`src/rtl/sap1_sram_pkg.sv`:
```
// Shared types and helpers for the SAP-1 clocked SRAM with program loader.
package sap1_sram_pkg;

  typedef enum logic [1:0] {
    StIdle,
    StLoad,
    StClear,
    StDone
  } state_e;

  // Zero-extended inputs leave the XOR unchanged, so one width serves all callers.
  function automatic logic even_parity(input logic [63:0] data);
    return ^data;
  endfunction

endpackage

```
`src/rtl/sap1_sram_array.sv`:
```
// Plain storage array: one write port, one registered read port. Contents are not reset.
module sap1_sram_array #(
  parameter int unsigned AddrWidth = 4,
  parameter int unsigned Width     = 8
) (
  input  logic                 clk,
  input  logic                 rst,
  input  logic                 we_i,
  input  logic [AddrWidth-1:0] waddr_i,
  input  logic [Width-1:0]     wdata_i,
  input  logic                 re_i,
  input  logic [AddrWidth-1:0] raddr_i,
  output logic [Width-1:0]     rdata_o
);

  localparam int unsigned Depth = 2**AddrWidth;

  logic [Width-1:0] mem_q [Depth];
  logic [Width-1:0] rdata_q;

  always_ff @(posedge clk) begin
    if (we_i) mem_q[waddr_i] <= wdata_i;
  end

  // Non-blocking update means a same-cycle read sees the old word.
  always_ff @(posedge clk or posedge rst) begin
    if (rst) begin
      rdata_q <= '0;
    end else if (re_i) begin
      rdata_q <= mem_q[raddr_i];
    end
  end

  assign rdata_o = rdata_q;

endmodule

```
`src/rtl/sap1_sram_loader.sv`:
```
// SAP-1 SRAM with CPU run port and a stream-load / sweep-clear sequencer.
// Define SRAM_PARITY_EN to store an even-parity bit per word and flag it on reads.
module sap1_sram_loader
  import sap1_sram_pkg::*;
#(
  parameter int unsigned           ADDR_WIDTH  = 4,
  parameter int unsigned           DATA_WIDTH  = 8,
  parameter logic [DATA_WIDTH-1:0] CLEAR_VALUE = '0
) (
  input  logic                  clk,
  input  logic                  rst,
  input  logic                  run_not_prog,
  input  logic                  ce_bar,
  input  logic                  we_bar,
  input  logic [ADDR_WIDTH-1:0] addr,
  input  logic [DATA_WIDTH-1:0] wr_data,
  output logic [DATA_WIDTH-1:0] rd_data,
  output logic                  rd_valid,
  input  logic                  prog_start,
  input  logic [ADDR_WIDTH-1:0] prog_base,
  input  logic                  prog_valid,
  input  logic [DATA_WIDTH-1:0] prog_data,
  input  logic                  prog_last,
  output logic                  prog_ready,
  input  logic                  clear_req,
  output logic                  busy,
  output logic                  prog_done,
  output logic [ADDR_WIDTH:0]   prog_count,
  output logic                  parity_err
);

  localparam int unsigned DEPTH = 2**ADDR_WIDTH;
`ifdef SRAM_PARITY_EN
  localparam int unsigned MemWidth = DATA_WIDTH + 1;
`else
  localparam int unsigned MemWidth = DATA_WIDTH;
`endif

  state_e                state_q, state_d;
  logic [ADDR_WIDTH-1:0] ptr_q, ptr_d;
  logic [ADDR_WIDTH:0]   count_q, count_d;
  logic                  rd_valid_q, rd_valid_d;

  logic                  cpu_wr, cpu_rd, seq_we, mem_we;
  logic [DATA_WIDTH-1:0] seq_data, wdata_raw;
  logic [ADDR_WIDTH-1:0] mem_waddr;
  logic [MemWidth-1:0]   mem_wdata, mem_rdata;

  assign cpu_wr = run_not_prog & ~ce_bar & ~we_bar;
  assign cpu_rd = run_not_prog & ~ce_bar & we_bar;

  always_comb begin
    state_d    = state_q;
    ptr_d      = ptr_q;
    count_d    = count_q;
    prog_ready = 1'b0;
    busy       = 1'b0;
    prog_done  = 1'b0;
    seq_we     = 1'b0;
    seq_data   = prog_data;
    case (state_q)
      StIdle: begin
        if (!run_not_prog) begin
          if (clear_req) begin
            state_d = StClear;
            ptr_d   = '0;
          end else if (prog_start) begin
            state_d = StLoad;
            ptr_d   = prog_base;
            count_d = '0;
          end
        end
      end
      StLoad: begin
        busy = 1'b1;
        if (run_not_prog) begin
          state_d = StIdle;
        end else begin
          prog_ready = 1'b1;
          if (prog_valid) begin
            seq_we  = 1'b1;
            ptr_d   = ptr_q + ADDR_WIDTH'(1);
            count_d = count_q + (ADDR_WIDTH + 1)'(1);
            // Stop at DEPTH words so a wrapped load never overwrites its own data.
            if (prog_last || count_d == (ADDR_WIDTH + 1)'(DEPTH)) state_d = StDone;
          end
        end
      end
      StClear: begin
        busy = 1'b1;
        if (run_not_prog) begin
          state_d = StIdle;
        end else begin
          seq_we   = 1'b1;
          seq_data = CLEAR_VALUE;
          ptr_d    = ptr_q + ADDR_WIDTH'(1);
          if (&ptr_q) state_d = StDone;
        end
      end
      StDone: begin
        prog_done = 1'b1;
        state_d   = StIdle;
      end
      default: state_d = StIdle;
    endcase
  end

  assign mem_we    = run_not_prog ? cpu_wr : seq_we;
  assign mem_waddr = run_not_prog ? addr : ptr_q;
  assign wdata_raw = run_not_prog ? wr_data : seq_data;
  assign rd_valid_d = cpu_rd;

`ifdef SRAM_PARITY_EN
  assign mem_wdata  = {even_parity(64'(wdata_raw)), wdata_raw};
  // Stored word plus parity bit must XOR to zero; only meaningful on the read cycle.
  assign parity_err = rd_valid_q & (^mem_rdata);
`else
  assign mem_wdata  = wdata_raw;
  assign parity_err = 1'b0;
`endif

  always_ff @(posedge clk or posedge rst) begin
    if (rst) begin
      state_q    <= StIdle;
      ptr_q      <= '0;
      count_q    <= '0;
      rd_valid_q <= 1'b0;
    end else begin
      state_q    <= state_d;
      ptr_q      <= ptr_d;
      count_q    <= count_d;
      rd_valid_q <= rd_valid_d;
    end
  end

  sap1_sram_array #(
    .AddrWidth(ADDR_WIDTH),
    .Width    (MemWidth)
  ) u_array (
    .clk    (clk),
    .rst    (rst),
    .we_i   (mem_we),
    .waddr_i(mem_waddr),
    .wdata_i(mem_wdata),
    .re_i   (cpu_rd),
    .raddr_i(addr),
    .rdata_o(mem_rdata)
  );

  assign rd_data    = mem_rdata[DATA_WIDTH-1:0];
  assign rd_valid   = rd_valid_q;
  assign prog_count = count_q;

endmodule

```
`config.mk`:
```
export PLATFORM = sky130hd
export DESIGN_NAME = sap1_sram_loader
export DESIGN_NICKNAME = d
export VERILOG_FILES = /design/src/rtl/sap1_sram_pkg.sv /design/src/rtl/sap1_sram_array.sv /design/src/rtl/sap1_sram_loader.sv
export SDC_FILE = /design/constraint.sdc
export NUM_CORES = 1
export LEC_CHECK = 0
export ABC_AREA = 0
export CORE_ASPECT_RATIO = 2
export CORE_MARGIN = 3
export CORE_UTILIZATION = 55
export DETAILED_ROUTE_END_ITERATION = 7
export PLACE_DENSITY = 0.76
export SLEW_MARGIN = 5
export SYNTH_ARGS = -nofsm -noshare
export SYNTH_HDL_FRONTEND = slang
export SYNTH_HIERARCHICAL = 1
export SYNTH_SLANG_ARGS = --single-unit
```
`constraint.sdc`:
```
create_clock -name clk -period 7.5 [get_ports clk]
set_clock_uncertainty 0.15 [all_clocks]
set_input_delay 2.25 -clock clk [delete_from_list [all_inputs] [get_ports clk]]
set_output_delay 2.25 -clock clk [all_outputs]
set_load 0.01 [all_outputs]
```
==> results.yml <==
clock_network:
  cts_buffer_depth: 2
  ctsResizeCount: 0
  cts_hold_buf: 0
  ctsRootBufferMaster: "clkbuf_16"
  clock_sinks: 148
  cts_buffers: 17
  path_clk_slew_ps: 60
  cts_setup_buffers: 0
  insertion_delay_ps: 410
  cts_max_level: 4
  cts_tree: "built"
power:
  p_per_area_nw_per_um2: 299.4
  cellLeakagePower_nw: 2.603
  vdd_drop_max_v: 0.0002142
  total_power_w: 0.002239
floorplan:
  start_util_pct: 57.11
  rows: 54
  ios: 51
  die_y_um: 157.7
  die_w_um: 81.85
  core_um2: 11080
  die_area_um2: 12910
setup_path:
  required_ps: 5100
  critPathMaxStageDelay_ps: 470
  crit_arrival_ps: 3640
  crit_chain: "clkdlybuf4s50_1 > buf_4 > inv_1 > nand2_1 > inv_1 > clkdlybuf4s50_1"
  path_class: "primary input to output port"
  endpoint_kind: "output port"
  cp_num_buf_inv: 5
  start_kind: "primary input"
  crit_path_max_fanout: 22
  crit_family: "buffers and inverters"
  critPathSlowestCell: "clkdlybuf4s50_1"
  r2r-start: "state_q[0]$_DFFE_PP0P_"
  crit_start: "run_not_prog"
logic_synthesis:
  synth-seq-cells: 148
  yosysWarnings: 6
  synth-async-reset-ratio_pct: 13.51
  netlist_top_cells_area: "edfxtp_1, mux4_2, dfrtp_1, mux4_1, a221oi_2"
  syn_avg_cell_area_um2: 17.68
  synth_seq_area_share_pct: 68.64
  ys_top_cells_by_count: "edfxtp_1, mux4_2, nor2_1, dfrtp_1, nand2_1"
  ys.flop_type: "edfxtp_1"
  synth_fp_nets: 397
  yosysTopAreaCell: "edfxtp_1"
  synth_area_um2: 6329
  synthCells: 358
  synth.most_common_cell: "edfxtp_1"
  synth_top_area_share_pct: 60.74
  synth_edf_count: 128
  yosysUniqueCellTypes: 50
sta:
  post-route-min-period_ps: 6039
  hold_viol: 0
  maxSlewViolCount: 0
  min_period_over_period_pct: 80.52
  hold_ws_ps: 431.3
  rsz0062_at_grt: "false"
  setup_tns_ps: 0
  worst_pin_slew_ps: 1269
  setup_violations: 0
  max_freq_mhz: 165.6
  maxSlewHeadroom_pct: 14.76
routing:
  avgRoutedWirePerCell_um: 22.43
  drc: 0
  ant_nets: 0
  dr.first_iter.drc_count: 207
  via_per_inst: 6.011
  wl_um: 12720
  vias: 3408
  drt_first_pass_iters: 4
final_layout:
  diodes: 0
  final_util_pct: 67.49
  layout.nets: 453
  layoutNonFillerInstCount: 567
  drive_gt1_share_pct: 20.14
  fillers: 789
  syn_to_final_growth_pct: 18.17
hold_path:
  min_from: "prog_count[3]$_DFFE_PP0P_"
  hp-class: "flip-flop to flip-flop"
flow_run:
  maxCapViolations: 0
place:
  io_buffers: 49
  dp_hpwl_um: 9067
  globalplace.congestion: 0.8470
  dp_cells: 535
global_routing:
  overflow: 0
  grt_pass1_wl_um: 19700
  grt_max_degree: 34
  grt_pass1_vias: 3551
  grtUsageTotal_pct: 21.92
  antenna_found_initial: 0
status:
  status: "finished clean"
[final cells by class]
cell class              count  area, µm²  area share, %
clock buffers              18      439.2          5.873
clock inverters            14      151.4          2.024
inverters                  11      41.29         0.5521
multi-input cells         180       1789          23.93
flip-flops and latches    148       4344          58.09
well taps                 140      175.2          2.342
repair buffers             56      538.0          7.194
[kinds of logic (layout without fill, tap and decap cells)]
kind of cell | Yosys count | in the layout | share of synthesized area, %
AO/OA/AOI/OAI | 51 | 51 | 6.782
adder cells (fa/ha/maj) | 6 | 6 | 1.186
buffers and inverters | 30 | 99 | 3.084
flip-flops | 148 | 148 | 68.64
multiplexers | 45 | 45 | 13.86
other | 1 | 1 | 0.05926
AND/OR/NAND/NOR | 77 | 77 | 6.386
[flip-flops by register name, indices dropped and copies added (netlist names)]
register,flops
prog_count,5
ptr_q,4
rd_valid,1
state_q,2
u_array/mem_q,128
u_array/rdata_o,8
[where the power goes]
group          leakage [nW]  internal (W)  switching (W)
clock                 0.287      0.000502       0.000323
combinational         0.910      0.000172       0.000233
sequential             1.41      0.000973      0.0000372
[metrics by stage]
| step | worst slack, ps | area, µm² |
|---|---|---|
| 2_1_floorplan | 2472 | 6329 |
| 3_3_place_gp | 1487 | 6888 |
| 3_5_place_dp | 1479 | 6888 |
| 4_1_cts | 1464 | 7478 |
| 5_1_grt | 1370 | 7478 |
| 6_report | 1461 | 7478 |
[cells in the final DEF (no fill, tap or decap), drive strengths merged, types with 8 or more instances in the layout]
cell type	n
a221oi	8
buf	8
clkbuf	18
clkdlybuf4s50	48
dfrtp	20
edfxtp	128
inv	14
mux2i	10
mux4	32
nand2	16
nand2b	8
nor2	26
o21ai	10
o22ai	11
[routing by layer]
metal	part of all wire [%]	up-vias	wire [µm]	GRT usage, %
li1	-	1550	-	-
met5	0	-	0	0
met3	4.7	26	603	5.695
met1	35	1712	4472	24.41
met2	56	120	7164	38.21
met4	3.7	0	476	10.38
[path summary, 6_finish.rpt]
| kind | end | slack [ps] | cells past startpoint |
|---|---|---|---|
| min in group asynchronous | u_array/rdata_o[1]$_DFFE_PP0P_ | 2050 | 2 |
| max in group asynchronous | ptr_q[2]$_DFFE_PP0P_ | 4700 | 2 |
| setup reg to reg | u_array/mem_q[4][0]$_DFFE_PP_ | 4320 | 6 |
| hold / removal | prog_count[3]$_DFFE_PP0P_ | 430 | 1 |
| hold reg to reg | prog_count[3]$_DFFE_PP0P_ | 430 | 1 |
| setup / recovery | prog_ready | 1460 | 6 |
Note: power is estimated with default switching activity, not from simulation.
